## src/rtl/alu32.sv

```systemverilog
// alu32: registered 32-bit ALU built from one-bit slices on a ripple-carry
// chain. Results and the per-slice carry vector appear one cycle after the
// operands are sampled; a synchronous active-low reset clears both.
module alu32 #(
  parameter int unsigned WIDTH = 32
) (
  input  logic             clk,
  input  logic             rst_n,
  input  logic [WIDTH-1:0] A,
  input  logic [WIDTH-1:0] B,
  input  logic [2:0]       OpCode,
  input  logic [WIDTH-1:0] CarryIn,
  output logic [WIDTH-1:0] Output,
  output logic [WIDTH-1:0] CarryOut
);

  typedef enum logic [2:0] {
    OP_AND  = 3'd0,
    OP_OR   = 3'd1,
    OP_ADD  = 3'd2,
    OP_SUB  = 3'd3,
    OP_XOR  = 3'd4,
    OP_NOR  = 3'd5,
    OP_SLT  = 3'd6,
    OP_NAND = 3'd7
  } op_e;

  op_e              op;
  logic             binv;
  logic             cin0;
  logic [WIDTH-1:0] sum;
  logic [WIDTH-1:0] chain;
  logic             less;
  logic [WIDTH-1:0] out_d,   out_q;
  logic [WIDTH-1:0] carry_d, carry_q;

  // Only CarryIn[0] feeds the chain; the upper bits are intentionally ignored.
  logic unused_carry_in;
  assign unused_carry_in = ^CarryIn[WIDTH-1:1];

  assign op = op_e'(OpCode);

  // Slice-0 carry and B inversion: SUB and SLT both compute A + ~B + 1.
  always_comb begin
    binv = (op == OP_SUB) || (op == OP_SLT);
    cin0 = (op == OP_ADD) ? CarryIn[0] : binv;
  end

  // Ripple chain of one-bit full-adder slices; chain[i] is slice i carry-out.
  always_comb begin
    logic c;
    logic bb;
    sum   = '0;
    chain = '0;
    c     = cin0;
    for (int unsigned i = 0; i < WIDTH; i++) begin
      bb       = B[i] ^ binv;
      sum[i]   = A[i] ^ bb ^ c;
      c        = (A[i] & bb) | (c & (A[i] ^ bb));
      chain[i] = c;
    end
  end

  // Signed less-than from the subtract: sign bit corrected by the overflow
  // (carry into MSB differs from carry out of MSB).
  always_comb begin
    less = sum[WIDTH-1] ^ (chain[WIDTH-1] ^ chain[WIDTH-2]);
  end

  // Result select; carry vector is only exposed for ADD and SUB.
  always_comb begin
    out_d   = '0;
    carry_d = '0;
    unique case (op)
      OP_AND:  out_d = A & B;
      OP_OR:   out_d = A | B;
      OP_ADD: begin
        out_d   = sum;
        carry_d = chain;
      end
      OP_SUB: begin
        out_d   = sum;
        carry_d = chain;
      end
      OP_XOR:  out_d = A ^ B;
      OP_NOR:  out_d = ~(A | B);
      OP_SLT:  out_d = {{(WIDTH-1){1'b0}}, less};
      OP_NAND: out_d = ~(A & B);
      default: out_d = '0;
    endcase
  end

  // Output registers with synchronous active-low reset taking priority.
  always_ff @(posedge clk) begin
    if (!rst_n) begin
      out_q   <= '0;
      carry_q <= '0;
    end else begin
      out_q   <= out_d;
      carry_q <= carry_d;
    end
  end

  assign Output   = out_q;
  assign CarryOut = carry_q;

endmodule

```

## config.mk

```make
export PLATFORM = sky130hd
export DESIGN_NAME = alu32
export DESIGN_NICKNAME = d
export VERILOG_FILES = /design/src/rtl/alu32.sv
export SDC_FILE = /design/constraint.sdc
export NUM_CORES = 1
export LEC_CHECK = 0
export CAP_MARGIN = 20
export CORE_ASPECT_RATIO = 1.1
export CORE_MARGIN = 2
export CORE_UTILIZATION = 33
export DETAILED_ROUTE_END_ITERATION = 6
export GPL_TIMING_DRIVEN = 0
export PLACE_DENSITY = 0.71
export SLEW_MARGIN = 20
export SYNTH_ARGS = -nofsm -noshare
export SYNTH_HDL_FRONTEND = slang
export SYNTH_SLANG_ARGS = --single-unit
```

## constraint.sdc

```tcl
create_clock -name clk -period 20.2 [get_ports clk]
set_input_delay 4.04 -clock clk [delete_from_list [all_inputs] [get_ports clk]]
set_output_delay 4.04 -clock clk [all_outputs]
set_load 0.01 [all_outputs]
```

==> summary.md, run 1 <==
| Metric | Value |
|---|---|
| Status | complete, no violations |
| Clock Path Buffers | 2 |
| Chip width | 125 um |
| Fmax | 0.0508 GHz |
| Share of cells above drive strength 1 | 0.0684 |
| Syn Inst Count | ~590 |
| CP required | roughly 20 ns |
| Slew @ Worst Pin | about 0.60 ns |
| Die Area | 17100 sq um |
| Antenna violations before repair | 0 |
| Final hold slack | roughly 4.1 ns |
| RSZ-0062 raised after global routing | no |
| Residual DRC | 0 |
| Crit end category | flop |
| Number of synthesized flops with an enable pin | 0 |
| Ranking of synthesized cells by area | dfxtp_1 (24%), ha_1 (15%), fa_1 (12%) |
| DRT antenna net count | 0 |
| Crit Path Class | in2reg |
| Slew HR | 0.601 |
| Floorplan Core Area | 15700 sq um |
| Post-synthesis async set-or-reset flop share | 0 |
| CP Data Arrival Time | 19.96 ns |
| Power Density | between 60 and 70 nW/um^2 |
| Ant diodes | 0 |
| Hold buffer count at cts | 0 |
| Iter 0 DRT Violations | 343 |
| H-Tree Depth | 3 |
| Post-synth top area share | 0.241 |
| # IOs | 165 |
| Layout area overhead | 35.3% |
| First-pass GRT wire length | between 20 and 30 mm |
| Via Count | 4735 |
| Clk slew on worst S/H paths | ~0.050 ns |
| LEAKAGE | 3.26 nW |
| Layout Utilization | 0.457 |
| Post-synthesis sequential area ratio | 0.241 |
| Main flop type after synthesis | dfxtp_1 |
| Worst-path fanout max | 10 |
| # setup viols final | 0 |
| Most common cell in the netlist | inv_1 |
| Most used cell, CP | fa_1 |
| Final nets | 925 |
| Final GP Congestion | 0.852 |
| Slowest CP cell | clkdlybuf4s50_1 |
| Minimum clock period | 19.70 ns |
| Crit. Startpoint | OpCode[0] |
| Vias in the first global route | 4699 |
| Total wire length | 16.4 mm |
| Post-Syn Area | 5320 sq um |
| MaxCap Viol Count | 0 |
| Synthesis Warnings | 0 |
| DR WL/cell | 17.6 um |
| # fillers | 1515 |
| Count of different cell masters after synthesis | 34 |
| Commonest cells post-synth | inv_1 (100), dfxtp_1 (64), ha_1 (64), a21oi_1 (63), fa_1 (33) |
| Postcts setup bufs | 0 |
| TritonCTS clock tree | done |
| Worst path max stage delay | 0.56 ns |
| TritonCTS Sinks | 64 |
| Rows | 48 |
| Die height | 137 um |
| End of the worst hold path | CarryOut[4]$_SDFF_PN0_ |
| Detailed-route vias per instance | roughly 5 |
| Initial core utilization | 0.338 |
| Drt pass-1 iters | 5 |
| Num CTS Buffers | 9 |
| Hold Path Cell Cnt | 2 |
| Largest net degree at the start of global routing | 11 |
| Max-slew violation count | 0 |
| Multi-input gate area | 3440 sq um |
| Global route overflow | 0 |
| Yosys reg bits | 64 |
| Yosys top cell by area | dfxtp_1 |
| Net Count, Synth | 784 |
| Root buf cell | clkbuf_16 |
| PortBufs | 130 |
| HPWL Detailed | 12.6 mm |
| VDD IR-drop max | 0.0385 mV |
| Storage element area | ~1300 sq um |
| Mapped Avg Cell Area | 9.08 sq um |
| Fin crit share | 0.975 |
| Final-report hold violation count | 0 |
| HP Start | rst_n |
| CP Launch Type | input port |
| Min-Delay Path Class | in2reg |
| GRT Total Usage | 0.192 |
## cells by family (layout without fill, tap and decap cells)
family	count (synthesis)	after routing	share of synthesized area
XOR/XNOR	33	33	0.0543
flip-flops	64	64	0.241
AND/OR/NAND/NOR	68	68	0.0725
multiplexers	32	32	0.0602
adder cells (fa/ha/maj)	97	97	0.275
AO/OA/AOI/OAI	149	149	0.183
buffers and inverters	143	288	0.114
## sequential cells by signal, indices dropped and copies added, names as in the netlist
| signal | flops |
|---|---|
| CarryOut | 32 |
| Output | 32 |
## timing repair
item	CTS	global route
endpoints found under the hold margin	0	0
resized for setup	2	6
endpoints found under the setup margin	3	4
## per-stage QoR
| stage | cells | power, W | area, sq um | TNS (ns) | setup slack [ns] |
|---|---|---|---|---|---|
| finish | 931 | 0.000455 | 7200 | 0 | 0.501 |
| detailed placement | 916 | 0.000296 | 6870 | -1.26 | -0.440 |
| global route | 931 | 0.000481 | 7200 | 0 | 0.00546 |
| CTS | 931 | 0.000457 | 7180 | 0 | 0.0420 |
| floorplan | 586 | 0.000230 | 5320 | 0 | 2.15 |
| global placement | 916 | 0.000293 | 6870 | -0.772 | -0.334 |
## power by group
part	switching (W)	internal, W	total (W)
logic	0.0000802	0.0000771	0.000157
registers	0.00000259	0.000136	0.000139
clock network	0.0000545	0.000104	0.000159
total	0.000137	0.000317	0.000455
## worst max-delay path: cells and delay by family
| kind | cells | cell delay (ns) |
|---|---|---|
| buf+inv | 6 | 1.34 |
| simple gates | 2 | 0.26 |
| fa+ha+maj | 32 | 13.76 |
| compound gates | 2 | 0.24 |
| xor+xnor | 2 | 0.33 |
## per-layer routing
layer | routed length [um] | part of all wire | track usage
met4 | 433 | 0.026 | 0.0728
met5 | 0 | 0 | 0
met1 | 6890 | 0.42 | 0.237
met3 | 1260 | 0.077 | 0.0508
met2 | 7780 | 0.48 | 0.324
## placed cells by master (no fill, tap or decap), drive strengths merged
master / netlist / routed
buf: 30 / 30
clkbuf: 13 / 25
a21oi: 63 / 63
bufinv: 0 / 1
fa: 33 / 33
clkinv: 0 / 2
o221ai: 11 / 11
dfxtp: 64 / 64
and3: 25 / 25
o2111ai: 1 / 1
mux2i: 32 / 32
a22oi: 20 / 20
a41oi: 1 / 1
nor2b: 22 / 22
inv: 100 / 100
o22ai: 9 / 9
ha: 64 / 64
clkdlybuf4s50: 0 / 130
nand2: 7 / 7
xor2: 1 / 1
o21bai: 9 / 9
nor3: 1 / 1
or3: 1 / 1
nor2: 10 / 10
and2: 1 / 1
o21ai: 14 / 14
a211o: 1 / 1
xnor2: 32 / 32
a211oi: 9 / 9
o221a: 11 / 11
nor3b: 1 / 1
## layout make-up
type / count / share of cell area
well taps: 200 / 0.0348
clock buffers: 12 / 0.0370
clock inverters: 3 / 0.00556
multi-input cells: 379 / 0.479
plain buffers: 43 / 0.0329
repair buffers: 130 / 0.181
inverters: 100 / 0.0522
flip-flops and latches: 64 / 0.178
## worst max path at each step
| stage | to | slack (ns) | cells after the start |
|---|---|---|---|
| 3_5_place_dp | Output[31]$_SDFF_PN0_ | -0.44 | 44 |
| 5_1_grt | Output[31]$_SDFF_PN0_ | 0.005 | 44 |
| 3_3_place_gp | Output[31]$_SDFF_PN0_ | -0.33 | 44 |
| 2_1_floorplan | Output[31]$_SDFF_PN0_ | 2.15 | 43 |
| 4_1_cts | Output[31]$_SDFF_PN0_ | 0.04 | 44 |
| 6_report | Output[31]$_SDFF_PN0_ | 0.50 | 44 |
(Power assumes the default switching activity.)
==> inputs of run 2 (changes only) <==
--- a/config.mk
+++ b/config.mk
@@ -9,6 +9,7 @@
 export CORE_ASPECT_RATIO = 1.1
 export CORE_MARGIN = 2
 export CORE_UTILIZATION = 33
+export CTS_CLUSTER_DIAMETER = 50
 export DETAILED_ROUTE_END_ITERATION = 6
 export GPL_TIMING_DRIVEN = 0
 export PLACE_DENSITY = 0.71
==> results of run 2 <==
The final DEF is identical to that of run 1; final timing and power are the same.
==> inputs of run 3 (changes only) <==
--- a/config.mk
+++ b/config.mk
@@ -5,7 +5,7 @@
 export SDC_FILE = /design/constraint.sdc
 export NUM_CORES = 1
 export LEC_CHECK = 0
-export CAP_MARGIN = 20
+export CAP_MARGIN = 40
 export CORE_ASPECT_RATIO = 1.1
 export CORE_MARGIN = 2
 export CORE_UTILIZATION = 33
==> results of run 3 <==
The final DEF is identical to that of run 1; final timing and power are the same.
